### config.mk
export PLATFORM = sky130hd
export DESIGN_NAME = instr_encoder_loader_flat
export DESIGN_NICKNAME = d
export VERILOG_FILES = /design/src/rtl/instr_encoder_loader_if.sv /design/src/rtl/instr_encoder_loader.sv /design/src/flat_wrapper.sv
export SDC_FILE = /design/constraint.sdc
export NUM_CORES = 1
export LEC_CHECK = 0
export ABC_AREA = 1
export CAP_MARGIN = 0
export CORE_MARGIN = 2
export CORE_UTILIZATION = 45
export DETAILED_ROUTE_END_ITERATION = 8
export PLACE_DENSITY = 0.69
export REMOVE_ABC_BUFFERS = 1
export SYNTH_ARGS = -nofsm -noshare
export SYNTH_HDL_FRONTEND = slang
export SYNTH_SLANG_ARGS = --single-unit
### constraint.sdc
create_clock -name clk -period 3.6 [get_ports clk]
set_input_delay 0.54 -clock clk [delete_from_list [all_inputs] [get_ports clk]]
set_output_delay 0.54 -clock clk [all_outputs]
set_load 0.005 [all_outputs]
### src/rtl/instr_encoder_loader_if.sv
// Request and instruction-memory write bundle for the instruction encoder/loader.
// No logic: the master drives requests and imem_ready, the slave answers them.
// Flow control is valid/ready on the request side and ready-qualified writes on imem.
interface instr_encoder_loader_if #(
  parameter int ADDR_W = 32
);
  logic              req_valid;
  logic              req_ready;
  logic [2:0]        req_kind;
  logic [2:0]        req_funct3;
  logic              req_funct7b5;
  logic [4:0]        req_rd;
  logic [4:0]        req_rs1;
  logic [4:0]        req_rs2;
  logic [31:0]       req_imm;
  logic              imem_we;
  logic              imem_ready;
  logic [ADDR_W-1:0] imem_addr;
  logic [31:0]       imem_wdata;

  modport master (
    output req_valid, req_kind, req_funct3, req_funct7b5, req_rd, req_rs1, req_rs2,
           req_imm, imem_ready,
    input  req_ready, imem_we, imem_addr, imem_wdata
  );

  modport slave (
    input  req_valid, req_kind, req_funct3, req_funct7b5, req_rd, req_rs1, req_rs2,
           req_imm, imem_ready,
    output req_ready, imem_we, imem_addr, imem_wdata
  );
endinterface

### src/rtl/instr_encoder_loader.sv
// Encodes structured RV32I requests into instruction words and writes them to imem in order.
// Latency: an accepted word appears on the imem write port one cycle after acceptance at the earliest.
// Backpressure: req_ready drops when the FIFO is full or clear is high; imem_ready stalls the head.
module instr_encoder_loader #(
  parameter int                DEPTH     = 4,
  parameter int                ADDR_W    = 32,
  parameter logic [ADDR_W-1:0] BASE_ADDR = '0
) (
  input  logic                        clk,
  input  logic                        rst_n,
  input  logic                        clear,
  instr_encoder_loader_if.slave       bus,
  output logic                        busy,
  output logic                        imm_err,
  output logic [15:0]                 wr_count
);

  localparam int AW = $clog2(DEPTH);

  logic [31:0]       mem [DEPTH];
  logic [AW:0]       wr_ptr;
  logic [AW:0]       rd_ptr;
  logic [ADDR_W-1:0] addr;
  logic              empty;
  logic              full;
  logic              accept;
  logic              push;
  logic              pop;
  logic              legal;
  logic [31:0]       word;

  // Shorthands for the request fields
  logic [31:0] imm;
  logic [2:0]  f3;
  logic        f7b5;
  logic [4:0]  rd, rs1, rs2;
  assign imm  = bus.req_imm;
  assign f3   = bus.req_funct3;
  assign f7b5 = bus.req_funct7b5;
  assign rd   = bus.req_rd;
  assign rs1  = bus.req_rs1;
  assign rs2  = bus.req_rs2;

  // Signed-range checks: all bits above the field's sign bit must equal it
  logic fits12, fits13, fits21;
  assign fits12 = (&imm[31:11]) | ~(|imm[31:11]);
  assign fits13 = (&imm[31:12]) | ~(|imm[31:12]);
  assign fits21 = (&imm[31:20]) | ~(|imm[31:20]);

  // Instruction encoding and immediate legality, evaluated on the presented request
  always_comb begin
    word  = '0;
    legal = 1'b1;
    case (bus.req_kind)
      3'd0: word = {1'b0, f7b5, 5'b00000, rs2, rs1, f3, rd, 7'b0110011};
      3'd1: begin
        if (f3 == 3'b001 || f3 == 3'b101) begin
          // Shifts carry a 5-bit shamt; bit 30 selects arithmetic right shift
          word  = {1'b0, f7b5, 5'b00000, imm[4:0], rs1, f3, rd, 7'b0010011};
          legal = ~(|imm[31:5]);
        end else begin
          word  = {imm[11:0], rs1, f3, rd, 7'b0010011};
          legal = fits12;
        end
      end
      3'd2: begin
        word  = {imm[11:0], rs1, f3, rd, 7'b0000011};
        legal = fits12;
      end
      3'd3: begin
        word  = {imm[11:5], rs2, rs1, f3, imm[4:0], 7'b0100011};
        legal = fits12;
      end
      3'd4: begin
        word  = {imm[12], imm[10:5], rs2, rs1, f3, imm[4:1], imm[11], 7'b1100011};
        legal = fits13 & ~imm[0];
      end
      3'd5: begin
        word  = {imm[20], imm[10:1], imm[11], imm[19:12], rd, 7'b1101111};
        legal = fits21 & ~imm[0];
      end
      3'd6: begin
        word  = {imm[31:12], rd, 7'b0110111};
        legal = ~(|imm[11:0]);
      end
      default: begin
        // JALR only has the funct3=000 form
        word  = {imm[11:0], rs1, 3'b000, rd, 7'b1100111};
        legal = fits12;
      end
    endcase
  end

  assign empty = (wr_ptr == rd_ptr);
  assign full  = (wr_ptr[AW] != rd_ptr[AW]) && (wr_ptr[AW-1:0] == rd_ptr[AW-1:0]);

  assign bus.req_ready  = ~full & ~clear;
  assign accept         = bus.req_valid & bus.req_ready;
  assign push           = accept & legal;
  assign pop            = bus.imem_we & bus.imem_ready & ~clear;

  assign bus.imem_we    = ~empty;
  assign bus.imem_wdata = empty ? 32'h0 : mem[rd_ptr[AW-1:0]];
  assign bus.imem_addr  = addr;
  assign busy           = ~empty;

  // FIFO storage: written only on push, contents are don't-care while not valid
  always_ff @(posedge clk) begin
    if (push) begin
      mem[wr_ptr[AW-1:0]] <= word;
    end
  end

  // FIFO pointers; clear and reset both empty the queue
  always_ff @(posedge clk or negedge rst_n) begin
    if (!rst_n) begin
      wr_ptr <= '0;
      rd_ptr <= '0;
    end else if (clear) begin
      wr_ptr <= '0;
      rd_ptr <= '0;
    end else begin
      if (push) wr_ptr <= wr_ptr + (AW+1)'(1);
      if (pop)  rd_ptr <= rd_ptr + (AW+1)'(1);
    end
  end

  // Write address and saturating written-instruction count advance on each completed write
  always_ff @(posedge clk or negedge rst_n) begin
    if (!rst_n) begin
      addr     <= BASE_ADDR;
      wr_count <= '0;
    end else if (clear) begin
      addr     <= BASE_ADDR;
      wr_count <= '0;
    end else if (pop) begin
      addr <= addr + ADDR_W'(4);
      if (wr_count != 16'hFFFF) wr_count <= wr_count + 16'd1;
    end
  end

  // Sticky flag for requests consumed but dropped because of an illegal immediate
  always_ff @(posedge clk or negedge rst_n) begin
    if (!rst_n) begin
      imm_err <= 1'b0;
    end else if (clear) begin
      imm_err <= 1'b0;
    end else if (accept && !legal) begin
      imm_err <= 1'b1;
    end
  end

endmodule

### src/flat_wrapper.sv
// flat-port wrapper written by rule: the top's interface ports become plain ports
module instr_encoder_loader_flat 
#(
  parameter int                DEPTH     = 4,
  parameter int                ADDR_W    = 32,
  parameter logic [ADDR_W-1:0] BASE_ADDR = '0
)
  (clk, rst_n, clear, busy, imm_err, wr_count, bus_req_valid, bus_req_kind, bus_req_funct3, bus_req_funct7b5, bus_req_rd, bus_req_rs1, bus_req_rs2, bus_req_imm, bus_imem_ready, bus_req_ready, bus_imem_we, bus_imem_addr, bus_imem_wdata);
  instr_encoder_loader_if #(.ADDR_W(ADDR_W)) bus_i ();
  input  logic clk;
  input  logic rst_n;
  input  logic clear;
  output logic busy;
  output logic imm_err;
  output logic [15:0] wr_count;
  input wire logic [$bits(bus_i.req_valid)-1:0] bus_req_valid;
  input wire logic [$bits(bus_i.req_kind)-1:0] bus_req_kind;
  input wire logic [$bits(bus_i.req_funct3)-1:0] bus_req_funct3;
  input wire logic [$bits(bus_i.req_funct7b5)-1:0] bus_req_funct7b5;
  input wire logic [$bits(bus_i.req_rd)-1:0] bus_req_rd;
  input wire logic [$bits(bus_i.req_rs1)-1:0] bus_req_rs1;
  input wire logic [$bits(bus_i.req_rs2)-1:0] bus_req_rs2;
  input wire logic [$bits(bus_i.req_imm)-1:0] bus_req_imm;
  input wire logic [$bits(bus_i.imem_ready)-1:0] bus_imem_ready;
  output wire logic [$bits(bus_i.req_ready)-1:0] bus_req_ready;
  output wire logic [$bits(bus_i.imem_we)-1:0] bus_imem_we;
  output wire logic [$bits(bus_i.imem_addr)-1:0] bus_imem_addr;
  output wire logic [$bits(bus_i.imem_wdata)-1:0] bus_imem_wdata;
  assign bus_i.req_valid = bus_req_valid;
  assign bus_i.req_kind = bus_req_kind;
  assign bus_i.req_funct3 = bus_req_funct3;
  assign bus_i.req_funct7b5 = bus_req_funct7b5;
  assign bus_i.req_rd = bus_req_rd;
  assign bus_i.req_rs1 = bus_req_rs1;
  assign bus_i.req_rs2 = bus_req_rs2;
  assign bus_i.req_imm = bus_req_imm;
  assign bus_i.imem_ready = bus_imem_ready;
  assign bus_req_ready = bus_i.req_ready;
  assign bus_imem_we = bus_i.imem_we;
  assign bus_imem_addr = bus_i.imem_addr;
  assign bus_imem_wdata = bus_i.imem_wdata;
  instr_encoder_loader #(.DEPTH(DEPTH), .ADDR_W(ADDR_W), .BASE_ADDR(BASE_ADDR)) u_core (.clk(clk), .rst_n(rst_n), .clear(clear), .bus(bus_i), .busy(busy), .imm_err(imm_err), .wr_count(wr_count));
endmodule
==> results.md <==
- Largest net degree at the start of global routing: 52
- Worst-path maximum fanout: 51
- CTS tree: built
- Max stage delay on crit path: about 0.55 ns
- WS Path Type: reg2out
- Worst-Margin Slew: around 1.0 ns
- Remaining DRCs: 0
- First-pass GRT wire length: 34890 µm
- Final hold violations: 0
- # resized after CTS: 0
- Area of the multi-input gates: between 0.003 and 0.004 mm²
- Post-Synthesis Cells: 946
- Iter 0 DRT Violations: between 400 and 500
- RSZ-0062 raised after global routing: false
- Initial Util: a little under half
- Clk_skew: approximately 0.011 ns
- Post-synth ARST share: approximately 31%
- CP top delay family: buffers and inverters
- Die ar.: 0.02076 mm²
- Routed wire length: 22510 µm
- Final Slew Violations: 0
- Post-synth top flop: edfxtp_1
- Clock Sinks: around 170
- Setup violators final: 0
- Drt via density: between 5 and 6
- Clock share of power: between 40% and 50%
- Yosys warns: 0
- Status: finished clean
- IO buf count: 140
- Hold_buf cts: 0
- Share of cells above drive strength 1: 8.379%
- Crit-path cells: buf_4, nor2_1, o32ai_1, nand2_1, inv_1, clkdlybuf4s50_1
- Num CTS Buffers: 17
- Cell internal pwr: around 3.4 mW
- Register area share after synthesis: between 50% and 60%
- Combinational power share: about 9%
- Final Power: 4.420 mW
- Row count: 51
- Grt met3 use: under 10%
- Number of H-tree levels: 4
- Final HPWL DP: ~16000 µm
- Synthesized area: slightly below 0.009 mm²
- GR Layer Usage met1: just over 30%
- Clock-pin transition on the worst setup and hold timing paths: roughly 0.07 ns
- Die X: between 100 and 150 µm
- Gr usage total: 22.02%
- Remaining Overflow, GRT: 0
- Post-DR wirelength/cell: between 15 and 20 µm
- Bufs and invs on worst path: 3
- Number of global-route vias before repair: approximately 6600
- Setup TNS: 0 ns
- Area growth from synthesis to layout: 25.97%
- Synth area leader: edfxtp_1
- Top post-synthesis cells by count: nor2_1, nand2_1, edfxtp_1
- ANT nets after route: 0
- Post-synth top area share: between 40 and 50%
- Ports: 143
- Cell variety after synth: a little over 50
- Period utilisation layout: 92.45%
- # nets final: ~1200
- Final GP Congestion: approximately 0.94
- Leak pwr: roughly 4.3 nW
- Sw power: 1.017 mW
- Worst vdd ir: 0.3757 mV
- Power density over the cells: ~400 mW/mm²
- Hold slack: approximately 0.22 ns
- Core ar.: a little under 0.02 mm²
- Post-CTS Setup Inserts: 0
- Pre-CTS setup slack: just under 0.4 ns
- Initial antenna violation count: 1
- Die height: between 100 and 150 µm
- Max-Cap Viols: 0
- Crit start category: flip-flop
- Register Area: roughly 0.0049 mm²
- Total number of vias: ~7300
- GR met2 Demand/Resource: a little over a third
- Gr busiest metal: met2
- Filler cell count: 1699
- TritonRoute pass-1 iters: 7
- Avg Cell Area, Syn: 9.334 µm²
- Post-synth EDFFs: 120
- Seq cells post-synth: 173
- Slew headroom: between 20 and 30%
- Crit. End Element: primary output
- Worst min path class: in2async
- Maximum clock frequency: about 300 MHz
- Critical Path RT: 3.06 ns
- Seq pwr share: 49.3%
- Crit path arrival time: between 2 and 3 ns
- Top-count cell post-synth: nor2_1
- Clk root buf: clkbuf_16
- Worst-Skew Late Latency: around 0.43 ns
- Post-route worst setup slack: between 0.2 and 0.3 ns
- Clk buf depth: 2
- Sw Ratio: 23.00%
- Final Critical Period: 3.328 ns
- Slowest-stage cell, CP: o32ai_1
- Synth area leaders: edfxtp_1, dfrtp_1, nor2_1
layer usage:
layer / vias to the layer above / share of wire (%)
met5: - / 0
li1: 3509 / -
met3: 28 / 7.4
met2: 270 / 47
met4: 0 / 1.6
met1: 3446 / 44
flip-flops by register name, summed over array words and instances (netlist names):
register,count
u_core.mem,120
u_core.bus.imem_addr,30
u_core.wr_count,16
u_core.rd_ptr,3
u_core.wr_ptr,3
u_core.imm_err,1
worst paths after layout:
kind / start / to / slack [ns] / cells past startpoint
setup / recovery: u_core.rd_ptr[0] / bus_imem_wdata[22] / 0.27 / 6
hold / removal: rst_n / u_core.bus.imem_addr[18] / 0.22 / 1
setup reg to reg: u_core.rd_ptr[1] / u_core.wr_count[9] / 1.21 / 11
hold reg to reg: u_core.rd_ptr[2] / u_core.rd_ptr[2] / 0.51 / 1
max in group asynchronous: rst_n / u_core.bus.imem_addr[27] / 2.61 / 2
min in group clk: u_core.rd_ptr[2] / u_core.rd_ptr[2] / 0.51 / 1
metrics by stage:
stage                     util [%]  instance area (µm²)  std cells
after floorplan                  -                 8641        909
after global placement       54.40                10520       1331
after detailed placement     54.40                10520       1331
after CTS                    57.52                11120       1363
after global routing         57.53                11120       1364
final                        57.53                11120       1364
cells in the final DEF (no fill, tap or decap), types with 7 or more instances in the layout:
cell	Yosys	routed
a21oi_1	26	26
buf_4	6	16
clkbuf_16	0	20
clkdlybuf4s50_1	0	139
dfrtp_1	53	51
edfxtp_1	120	120
ha_1	7	7
inv_1	106	106
nand2_1	150	150
nand3_1	50	50
nand4_1	22	22
nor2_1	160	157
nor2_2	6	9
nor3_1	16	16
o21ai_0	57	57
o21ai_1	8	8
o31ai_1	10	10
o32ai_1	30	30
xor2_1	11	11
power groups by stage:
stage	sequential (mW)	clock [mW]	combinational, mW
after floorplan	2.22	0	0.172
after global placement	2.22	0	0.391
after detailed placement	2.22	0	0.393
after CTS	2.18	1.87	0.396
after global routing	2.18	1.94	0.435
final	2.18	1.84	0.397
cell families (layout without fill, tap and decap cells):
kind of cell	count (synthesis)	after routing	share of synthesized area [%]
DFF	173	173	55.83
other	1	3	0.04247
adders and majority gates	7	7	0.9919
buffers and inverters	152	303	7.142
xor gates and xnor gates	18	18	1.955
AOI/OAI and AO/OA	159	159	11.39
and+or+nand+nor	436	436	22.64
area by class of cell:
class	count	area share (%)
Sequential cell	173	44.34
Timing Repair Buffer	157	13.81
Clock inverter	5	0.3712
Tap cell	265	2.981
Multi-Input combinational cell	622	29.49
Inverter	114	3.937
Antenna cell	1	0.02250
Clock buffer	27	5.039
Power figures use the tool's default switching activity.
